### src/rtl/fb_pkg.sv
// Shared types and helpers for the framebuffer write arbiter.
package fb_pkg;

    localparam int unsigned FB_X_W    = 10;
    localparam int unsigned FB_Y_W    = 9;
    localparam int unsigned FB_ADDR_W = 19;

    typedef enum logic [1:0] {
        ARB,
        CLEAR,
        CLEAR_DONE
    } fb_state_e;

    typedef struct packed {
        logic [FB_ADDR_W-1:0] addr;
        logic                 data;
    } fb_wr_t;

    function automatic logic [FB_ADDR_W-1:0] fb_addr(input logic [FB_X_W-1:0] x,
                                                     input logic [FB_Y_W-1:0] y);
        return {y, x};
    endfunction

endpackage

### src/rtl/fb_write_arbiter_if.sv
// Drawing-engine request bus and framebuffer write port of the arbiter.
interface fb_write_arbiter_if
    import fb_pkg::*;
#(
    parameter int unsigned NUM_REQ = 3
);
    logic [NUM_REQ-1:0]           req;
    logic [NUM_REQ*FB_ADDR_W-1:0] req_addr;
    logic [NUM_REQ-1:0]           req_data;
    logic [NUM_REQ-1:0]           gnt;
    logic                         clear_start;
    logic                         clear_busy;
    logic                         clear_done;
    logic [FB_ADDR_W-1:0]         write_addr;
    logic                         write_enable;
    logic                         write_data;

    modport master (
        output req, req_addr, req_data, clear_start,
        input  gnt, clear_busy, clear_done, write_addr, write_enable, write_data
    );

    modport slave (
        input  req, req_addr, req_data, clear_start,
        output gnt, clear_busy, clear_done, write_addr, write_enable, write_data
    );
endinterface

### src/rtl/fb_write_arbiter_rr_arbiter.sv
// Round-robin requester pick: search starts at ptr and wraps modulo N.
module rr_arbiter #(
    parameter int unsigned N     = 3,
    parameter int unsigned IDX_W = 2
) (
    input  logic [N-1:0]     req,
    input  logic [IDX_W-1:0] ptr,
    output logic [N-1:0]     gnt,
    output logic [IDX_W-1:0] idx
);
    logic [IDX_W-1:0] cand;
    logic             found;

    always_comb begin
        gnt   = '0;
        idx   = '0;
        cand  = '0;
        found = 1'b0;
        for (int unsigned k = 0; k < N; k++) begin
            cand = IDX_W'((32'(ptr) + k) % N);
            if (!found && req[cand]) begin
                gnt[cand] = 1'b1;
                idx       = cand;
                found     = 1'b1;
            end
        end
    end
endmodule

### src/rtl/fb_write_arbiter.sv
// Framebuffer port-A write arbiter with a priority full-screen clear sweep.
// Define FBARB_RR_EN for round-robin arbitration; otherwise lowest index wins.
module fb_write_arbiter
    import fb_pkg::*;
#(
    parameter int unsigned NUM_REQ     = 3,
    parameter int unsigned H_ACTIVE    = 640,
    parameter int unsigned V_ACTIVE    = 480,
    parameter logic        CLEAR_VALUE = 1'b0
) (
    input logic               clk,
    input logic               rst,
    fb_write_arbiter_if.slave bus
);
    localparam logic [FB_X_W-1:0] X_LAST = FB_X_W'(H_ACTIVE - 1);
    localparam logic [FB_Y_W-1:0] Y_LAST = FB_Y_W'(V_ACTIVE - 1);

    fb_state_e          state;
    logic [FB_X_W-1:0]  clr_x;
    logic [FB_Y_W-1:0]  clr_y;
    fb_wr_t             wr_q;
    logic               we_q;
    logic               busy_q;
    logic               done_q;
    logic [NUM_REQ-1:0] arb_gnt;
    logic [NUM_REQ-1:0] gnt_c;
    logic               acc_c;
    fb_wr_t             sel_c;

`ifdef FBARB_RR_EN
    localparam int unsigned IDX_W = (NUM_REQ > 1) ? $clog2(NUM_REQ) : 1;
    logic [IDX_W-1:0] rr_ptr;
    logic [IDX_W-1:0] arb_idx;

    rr_arbiter #(
        .N     (NUM_REQ),
        .IDX_W (IDX_W)
    ) u_rr_arbiter (
        .req (bus.req),
        .ptr (rr_ptr),
        .gnt (arb_gnt),
        .idx (arb_idx)
    );
`else
    always_comb begin
        arb_gnt = '0;
        for (int unsigned i = 0; i < NUM_REQ; i++) begin
            if (bus.req[i] && (arb_gnt == '0)) arb_gnt[i] = 1'b1;
        end
    end
`endif

    // Grants only in ARB; a clear_start that cycle takes the port instead.
    always_comb begin
        gnt_c = (!rst && (state == ARB) && !bus.clear_start) ? arb_gnt : '0;
        acc_c = |gnt_c;
        sel_c = '0;
        for (int unsigned i = 0; i < NUM_REQ; i++) begin
            if (gnt_c[i]) begin
                sel_c.addr = bus.req_addr[i*FB_ADDR_W +: FB_ADDR_W];
                sel_c.data = bus.req_data[i];
            end
        end
    end

    always_ff @(posedge clk) begin
        if (rst) begin
            state  <= ARB;
            clr_x  <= '0;
            clr_y  <= '0;
            wr_q   <= '0;
            we_q   <= 1'b0;
            busy_q <= 1'b0;
            done_q <= 1'b0;
`ifdef FBARB_RR_EN
            rr_ptr <= '0;
`endif
        end else begin
            we_q   <= 1'b0;
            done_q <= 1'b0;
            case (state)
                ARB: begin
                    if (acc_c) begin
                        we_q <= 1'b1;
                        wr_q <= sel_c;
`ifdef FBARB_RR_EN
                        rr_ptr <= (arb_idx == IDX_W'(NUM_REQ - 1)) ? '0 : arb_idx + 1'b1;
`endif
                    end
                    if (bus.clear_start) begin
                        state  <= CLEAR;
                        busy_q <= 1'b1;
                    end
                end
                CLEAR: begin
                    we_q      <= 1'b1;
                    wr_q.addr <= fb_addr(clr_x, clr_y);
                    wr_q.data <= CLEAR_VALUE;
                    if (clr_x == X_LAST) begin
                        clr_x <= '0;
                        if (clr_y == Y_LAST) begin
                            state  <= CLEAR_DONE;
                            done_q <= 1'b1;
                        end else begin
                            clr_y <= clr_y + 1'b1;
                        end
                    end else begin
                        clr_x <= clr_x + 1'b1;
                    end
                end
                CLEAR_DONE: begin
                    clr_x  <= '0;
                    clr_y  <= '0;
                    busy_q <= 1'b0;
                    state  <= ARB;
                end
                default: state <= ARB;
            endcase
        end
    end

    assign bus.gnt          = gnt_c;
    assign bus.write_addr   = wr_q.addr;
    assign bus.write_data   = wr_q.data;
    assign bus.write_enable = we_q;
    assign bus.clear_busy   = busy_q;
    assign bus.clear_done   = done_q;
endmodule

### src/flat_wrapper.sv
// flat-port wrapper written by rule: the top's interface ports become plain ports
module fb_write_arbiter_flat import fb_pkg::*;
#(
    parameter int unsigned NUM_REQ     = 3,
    parameter int unsigned H_ACTIVE    = 640,
    parameter int unsigned V_ACTIVE    = 480,
    parameter logic        CLEAR_VALUE = 1'b0
)
  (clk, rst, bus_req, bus_req_addr, bus_req_data, bus_clear_start, bus_gnt, bus_clear_busy, bus_clear_done, bus_write_addr, bus_write_enable, bus_write_data);
  fb_write_arbiter_if #(.NUM_REQ(NUM_REQ)) bus_i ();
  input logic clk;
  input logic rst;
  input wire logic [$bits(bus_i.req)-1:0] bus_req;
  input wire logic [$bits(bus_i.req_addr)-1:0] bus_req_addr;
  input wire logic [$bits(bus_i.req_data)-1:0] bus_req_data;
  input wire logic [$bits(bus_i.clear_start)-1:0] bus_clear_start;
  output wire logic [$bits(bus_i.gnt)-1:0] bus_gnt;
  output wire logic [$bits(bus_i.clear_busy)-1:0] bus_clear_busy;
  output wire logic [$bits(bus_i.clear_done)-1:0] bus_clear_done;
  output wire logic [$bits(bus_i.write_addr)-1:0] bus_write_addr;
  output wire logic [$bits(bus_i.write_enable)-1:0] bus_write_enable;
  output wire logic [$bits(bus_i.write_data)-1:0] bus_write_data;
  assign bus_i.req = bus_req;
  assign bus_i.req_addr = bus_req_addr;
  assign bus_i.req_data = bus_req_data;
  assign bus_i.clear_start = bus_clear_start;
  assign bus_gnt = bus_i.gnt;
  assign bus_clear_busy = bus_i.clear_busy;
  assign bus_clear_done = bus_i.clear_done;
  assign bus_write_addr = bus_i.write_addr;
  assign bus_write_enable = bus_i.write_enable;
  assign bus_write_data = bus_i.write_data;
  fb_write_arbiter #(.NUM_REQ(NUM_REQ), .H_ACTIVE(H_ACTIVE), .V_ACTIVE(V_ACTIVE), .CLEAR_VALUE(CLEAR_VALUE)) u_core (.clk(clk), .rst(rst), .bus(bus_i));
endmodule
### config.mk
export PLATFORM = sky130hd
export DESIGN_NAME = fb_write_arbiter_flat
export DESIGN_NICKNAME = d
export VERILOG_FILES = /design/src/rtl/fb_pkg.sv /design/src/rtl/fb_write_arbiter_if.sv /design/src/rtl/fb_write_arbiter_rr_arbiter.sv /design/src/rtl/fb_write_arbiter.sv /design/src/flat_wrapper.sv
export SDC_FILE = /design/constraint.sdc
export NUM_CORES = 1
export LEC_CHECK = 0
export CORE_MARGIN = 1
export CORE_UTILIZATION = 45
export CTS_BUF_LIST = sky130_fd_sc_hd__clkbuf_8
export CTS_CLUSTER_SIZE = 28
export DETAILED_ROUTE_END_ITERATION = 8
export PLACE_DENSITY = 0.79
export SETUP_SLACK_MARGIN = 0.2
export SLEW_MARGIN = 20
export SYNTH_ARGS = -nofsm -noshare
export SYNTH_HDL_FRONTEND = slang
export SYNTH_HIERARCHICAL = 1
export SYNTH_SLANG_ARGS = --single-unit
export TNS_END_PERCENT = 10
### constraint.sdc
create_clock -name clk -period 2.2 [get_ports clk]
set_input_delay 0.44 -clock clk [delete_from_list [all_inputs] [get_ports clk]]
set_output_delay 0.44 -clock clk [all_outputs]
set_load 0.1 [all_outputs]
Yosys cells after proc, flatten, opt, wreduce, memory -nomap -nowiden
Index checks and enable logic that the tools add are counted.
{ "op_classes": {"shifts": 0, "div_mod_pow": 0, "bitwise": 3, "muxes": 23, "n_eq_ne": 9, "reduce_logical": 17, "mul": 0, "n_lt_le_gt_ge": 0, "n_addsub": 2} }
{ "ops": {"columns": ["cell", "count"], "rows": [
  ["$mux 20", 4],
  ["$pmux 20 s2", 1],
  ["$pmux 10 s2", 1],
  ["$mux 9", 2],
  ["$pmux 9 s2", 1],
  ["$add 10x1->10 const B", 1],
  ["$eq 10x10->1 const B", 1],
  ["$mux 10", 1],
  ["$add 9x1->9 const B", 1],
  ["$eq 9x9->1 const B", 1],
  ["$mux 1", 6],
  ["$mux 2", 3],
  ["$ne 2x1->1 const B", 3],
  ["$reduce_and 3->1", 2],
  ["$reduce_bool 2->1", 3],
  ["$reduce_or 3->1", 2],
  ["$logic_and 1x1->1", 4],
  ["$logic_not 2->1", 2],
  ["$ne 2x2->1 const B", 2],
  ["$pmux 1 s2", 2],
  ["$pmux 2 s2", 1],
  ["$reduce_and 2->1", 2],
  ["$mux 3", 1],
  ["$not 1->1", 3],
  ["other kinds (3)", 4]
]} }
{ "totals": {"out_inout_bits": 26, "latchBits": 0, "mem_bits_rw": 0, "romBits": 0, "regBits": 44, "inputBits": 66, "n_memories": 0, "elab_cells": 62} }

Logic depth before layout (Yosys ltp)
{ "depth": {"word_depth": 13, "depth_mapped": 9, "depth_no_buf": 7} }

Least setup slack after synthesis
No wires, ideal clock.
{ "synth_timing": {"kind": "register to register", "start": "register u_core.state[0]", "end": "register u_core.wr_q, in the netlist u_core/bus.write_addr[10]", "path_slack_ns": -0.448, "path_buffers": 1, "stages_incl_launch_ff": 9, "arrival_ns": 2.584, "period_less_slack_ns": 2.648, "required_ns": 2.135, "setup_time_ns": 0.065, "cell_sequence": "dfxtp_1 > inv_1 > ha_1 > nand2b_1 > nor4_1 > clkbuf_1 > a221oi_1 > nand2_1 > a32o_1"} }
{ "synth_between": {"word_cells_on_any_way": 14, "cone_classes": "2 x eq/ne; 6 x mux; 6 x reduce/logical"} }
{ "synth_rtl": {"columns": ["element", "line_no", "text"], "rows": [
  ["start, declared", "fb_write_arbiter.sv:18", "fb_state_e state;"],
  ["start signal, assigned", "fb_write_arbiter.sv:68", "state <= ARB;"],
  ["start signal, assigned", "fb_write_arbiter.sv:91", "state <= CLEAR;"],
  ["start signal, assigned", "fb_write_arbiter.sv:102", "state <= CLEAR_DONE;"],
  ["$logic_not 2->1 (*)", "fb_write_arbiter.sv:55", "gnt_c = (!rst && (state == ARB) && !bus.clear_start) ? arb_gnt : '0;"],
  ["$logic_and 1x1->1 (*) (2 in a row)", "fb_write_arbiter.sv:55", null],
  ["$mux 3 (*)", "fb_write_arbiter.sv:55", null],
  ["via bus_gnt[2]", "flat_wrapper.sv:17", "output wire logic [$bits(bus_i.gnt)-1:0] bus_gnt;"],
  ["$mux 20 or $reduce_or 3->1 (tied branches)", "fb_write_arbiter.sv:59, fb_write_arbiter.sv:56", null],
  ["$mux 20 or $ne 2x1->1 (tied branches)", null, null],
  ["$pmux 20 s2 or $reduce_and 2->1 (tied branches)", null, null],
  ["end signal, assigned", "fb_write_arbiter.sv:85", "wr_q <= sel_c;"],
  ["end, declared", "fb_write_arbiter.sv:21", "fb_wr_t wr_q;"]
]} }
Mark *: on every way through the listed nets, which the timed path passes. The rest lies on a longest branch. The select of a mux whose other input is x is not followed.
A chain may end at the register's enable or synchronous reset.

Final worst setup path
{ "layout_timing": {"start": "register u_core.state[0]", "end": "register u_core.wr_q, in the netlist u_core/bus.write_addr[5]"} }
{ "layout_between": {"elab_chain_len": 9, "word_cells_on_any_way": 14, "cone_classes": "2 x eq/ne; 6 x mux; 6 x reduce/logical"} }
{ "layout_rtl": {"columns": ["element", "line_no", "text"], "rows": [
  ["$logic_not 2->1", "fb_write_arbiter.sv:55, fb_write_arbiter.sv:81", null],
  ["$logic_and 1x1->1 (2 in a row)", "fb_write_arbiter.sv:55", null],
  ["$mux 3", "fb_write_arbiter.sv:55", null],
  ["$mux 20 (3 in a row)", "fb_write_arbiter.sv:59", "if (gnt_c[i]) begin"],
  ["$mux 20", "fb_write_arbiter.sv:83", "if (acc_c) begin"],
  ["$pmux 20 s2", "fb_write_arbiter.sv:81", "case (state)"]
]} }
Several ways; a longest one is shown, not always the timed one. The select of a mux whose other input is x is not followed.

==> reports/results.txt <==
Worst Setup SP - u_core/state[0]$_SDFFE_PP0P_
final worst-path cycle share - 91.7%
number of synthesized flops with an enable pin - 0
Clock transition at path regs - 0.08 ns
DR pass1 iterations - 4
Worst-Skew Late Latency - 0.29 ns
Longest Clk Path Bufs - 2
DIE HEIGHT - 74.9 µm
Crit Path Category - flip-flop to flip-flop
Final Setup Violations - 0
area grow syn2layout - 55.5%
largest net degree at the start of global routing - 26
design area - 3720 µm²
gpl congestion - 0.857
post-synthesis sequential area ratio - 36.8%
dpl cells - 448
vias in the first global route - 2360
IO buf count - 91
pins over their slew limit - 0
num ports - 92
Max-slew headroom - 76.5%
WL final - 7310 µm
simple-gate share of the synthesized area - 27.1%
required time of the critical path - 2.38 ns
setup ws final - 0.182 ns
hold_buf cts - 0
RSZ-0062 raised after global routing - true
total power - 2.92 mW
Avg Cell Area, Syn - 8.28 µm²
total track usage - 26.0%
worst-margin pin slew - 0.352 ns
post-synthesis mux area share - 1.26%
worst vdd ir - 551 µV
Layout Cells excl Fill - 465
CTS H-Tree Depth - 2
number of diodes - 0
largest family of logic cells by synthesized area - simple AND/OR/NAND/NOR gates
TritonCTS Buffers - 5
die footprint - 5610 µm²
post-place instance area - 3470 µm²
Synth Register Bits - 44
status - finished clean
Die Wd - 74.9 µm
Fmax - 495 MHz
Post-Syn Nets - 361
share of cells above drive strength 1 - 20.0%
minimum clock period after layout - 2.02 ns
P per Cell Area - 784 nW/µm²
Core Area - 5110 µm²
FP Rows - 26
Root Driver - clkbuf_8
Storage cell area - 885 µm²
pre-CTS setup slack - -0.0985 ns
Final Hold Fails - 0
MaxCap Viol Count - 0
global-route wire length before repair - 11000 µm
Hold WC Path Type - flip-flop to flip-flop
yosys warns - 6
crit path to - u_core/bus.write_addr[5]$_SDFFE_PP0P_
CTS tree - done
# fillers - 399
Starting Density - 46.8%
detailed placer's ending HPWL - 5260 µm
multi-input logic area - 1460 µm²
top cells by area, synth - dfxtp_1 37%, a32o_1 7.9%, nand2_1 7.7%
Post-Syn Area - 2390 µm²
Worst R2R End - u_core/bus.write_addr[5]$_SDFFE_PP0P_
hold_ws - 0.470 ns
Critical Path Fanout Max - 12
slack of the worst reg-to-reg path - 0.18 ns
adder-cell share of the synthesized area - 3.14%
setup TNS - 0 ns
Initial DRC Count - 172
cell taking the most area after synthesis - dfxtp_1
Worst R2R Path Depth - 9
Synth Flop Type - dfxtp_1
fraction of registers with async set/reset - 0%
synthesized instance count - 289
nets@finish - 466
total leakage power - 1.50 nW
total congestion overflow - 0
vias - 2567
Post-DRT Antenna Nets - 0
Critical Path Start Type - flip-flop
endpoint kind of the worst setup timing path - flip-flop
Wirelength per Cell - 15.7 µm
compound-cell area share of the yosys netlist - 23.5%
DRC viols - 0
via-per-instance ratio - 5.52
clk_skew - 0.00802 ns
Post-Synth XOR/XNOR Area - 2.93%
critical path arrival - 2.20 ns
initial antenna violation count - 0
origin of the critical flop-to-flop path - u_core/state[0]$_SDFFE_PP0P_
post-layout util - 72.9%
post-synth cell types - 43
area share of the largest cell type after synthesis - 36.8%
CTS sink count - 44
placed cells by master (no fill, tap or decap), types with 2 or more instances in the layout:
cell,count
a221oi_1,18
and3_1,3
mux2i_1,3
or3_1,6
clkdlybuf4s50_1,60
ha_1,5
o21a_1,2
nand2b_4,2
inv_1,5
inv_2,2
nor2b_1,3
a32o_1,19
dfxtp_1,41
buf_12,6
nand2b_1,22
nand2_1,49
xnor2_1,2
xor2_1,6
a21oi_1,10
dfxtp_2,3
buf_4,48
a31oi_1,2
nor2_1,21
nor3b_1,2
dlygate4sd2_1,5
clkbuf_8,5
nand3_1,6
o21ai_0,10
nand4_1,4
nor3_1,2
layout make-up:
cell class,count,area share [%]
repair buffers,120,31.1
inverters,6,0.605
multi-input cells,217,39.3
flip-flops and latches,44,23.8
well taps,70,2.35
clock buffers,5,1.85
clock inverters,3,1.04
metal layers:
| metal | vias up | track usage (%) | share of wire, % | routed length (µm) |
|---|---|---|---|---|
| li1 | 1258 | - | - | - |
| met1 | 1193 | 32.3 | 41 | 3010 |
| met2 | 101 | 44.7 | 49 | 3580 |
| met3 | 15 | 5.09 | 7.6 | 557 |
| met4 | 0 | 9.22 | 2.1 | 152 |
| met5 | - | 0 | 0 | 0 |
worst max-delay path, stage by stage (launching register included):
cell and delay (ns):
dfxtp_2 0.36, inv_2 0.06, ha_4 0.18, nand2b_4 0.12
nor3b_4 0.07, buf_12 0.13, buf_4 0.17, a221oi_1 0.38
nand2_1 0.17, a32o_1 0.27
worst min-delay path by stage:
stage               cells after the start  slack (ns)                                endpoint                                    from
floorplan                               2        0.46            u_core/clr_y[8]$_SDFFE_PP0P_            u_core/clr_y[8]$_SDFFE_PP0P_
global placement                        1        0.45   u_core/bus.write_addr[5]$_SDFFE_PP0P_   u_core/bus.write_addr[5]$_SDFFE_PP0P_
detailed placement                      1        0.46  u_core/bus.write_addr[10]$_SDFFE_PP0P_  u_core/bus.write_addr[10]$_SDFFE_PP0P_
CTS                                     1        0.48   u_core/bus.write_addr[5]$_SDFFE_PP0P_   u_core/bus.write_addr[5]$_SDFFE_PP0P_
global route                            1        0.50   u_core/bus.write_addr[9]$_SDFFE_PP0P_   u_core/bus.write_addr[9]$_SDFFE_PP0P_
finish                                  1        0.47   u_core/bus.write_addr[5]$_SDFFE_PP0P_   u_core/bus.write_addr[5]$_SDFFE_PP0P_
repair_timing:
action                     CTS  global route
pin swaps                    4             0
setup endpoints to repair   18            31
setup buffers                7             1
resized for setup           16             3
gates cloned                 1             0
state kept, by name, summed over array words and instances (netlist names):
register / flops
u_core/clr_y: 9
u_core/bus.clear_done: 1
u_core/state: 2
u_core/bus.clear_busy: 1
u_core/clr_x: 10
u_core/bus.write_data: 1
u_core/bus.write_enable: 1
u_core/bus.write_addr: 19
Yosys cell counts (10+ instances only):
cell      count
nand2b_1     24
clkbuf_1     15
a32o_1       19
a221oi_1     19
nand2_1      49
o21ai_0      10
dfxtp_1      44
nor2_1       21
a21oi_1      10
cell families (layout without fill, tap and decap cells):
| kind of cell | count (synthesis) | after routing |
|---|---|---|
| fa+ha+maj | 6 | 6 |
| buf+inv | 28 | 134 |
| simple gates | 130 | 130 |
| mux | 3 | 3 |
| flops | 44 | 44 |
| xor+xnor | 8 | 8 |
| compound gates | 70 | 70 |
power breakdown:
part / total (mW) / leakage, nW / switching [mW] / internal, mW
clock network: 0.597 / 0.0593 / 0.264 / 0.332
logic: 1.40 / 1.09 / 0.899 / 0.504
registers: 0.919 / 0.358 / 0.0475 / 0.872
No activity file was read; power rests on OpenSTA's default activity.
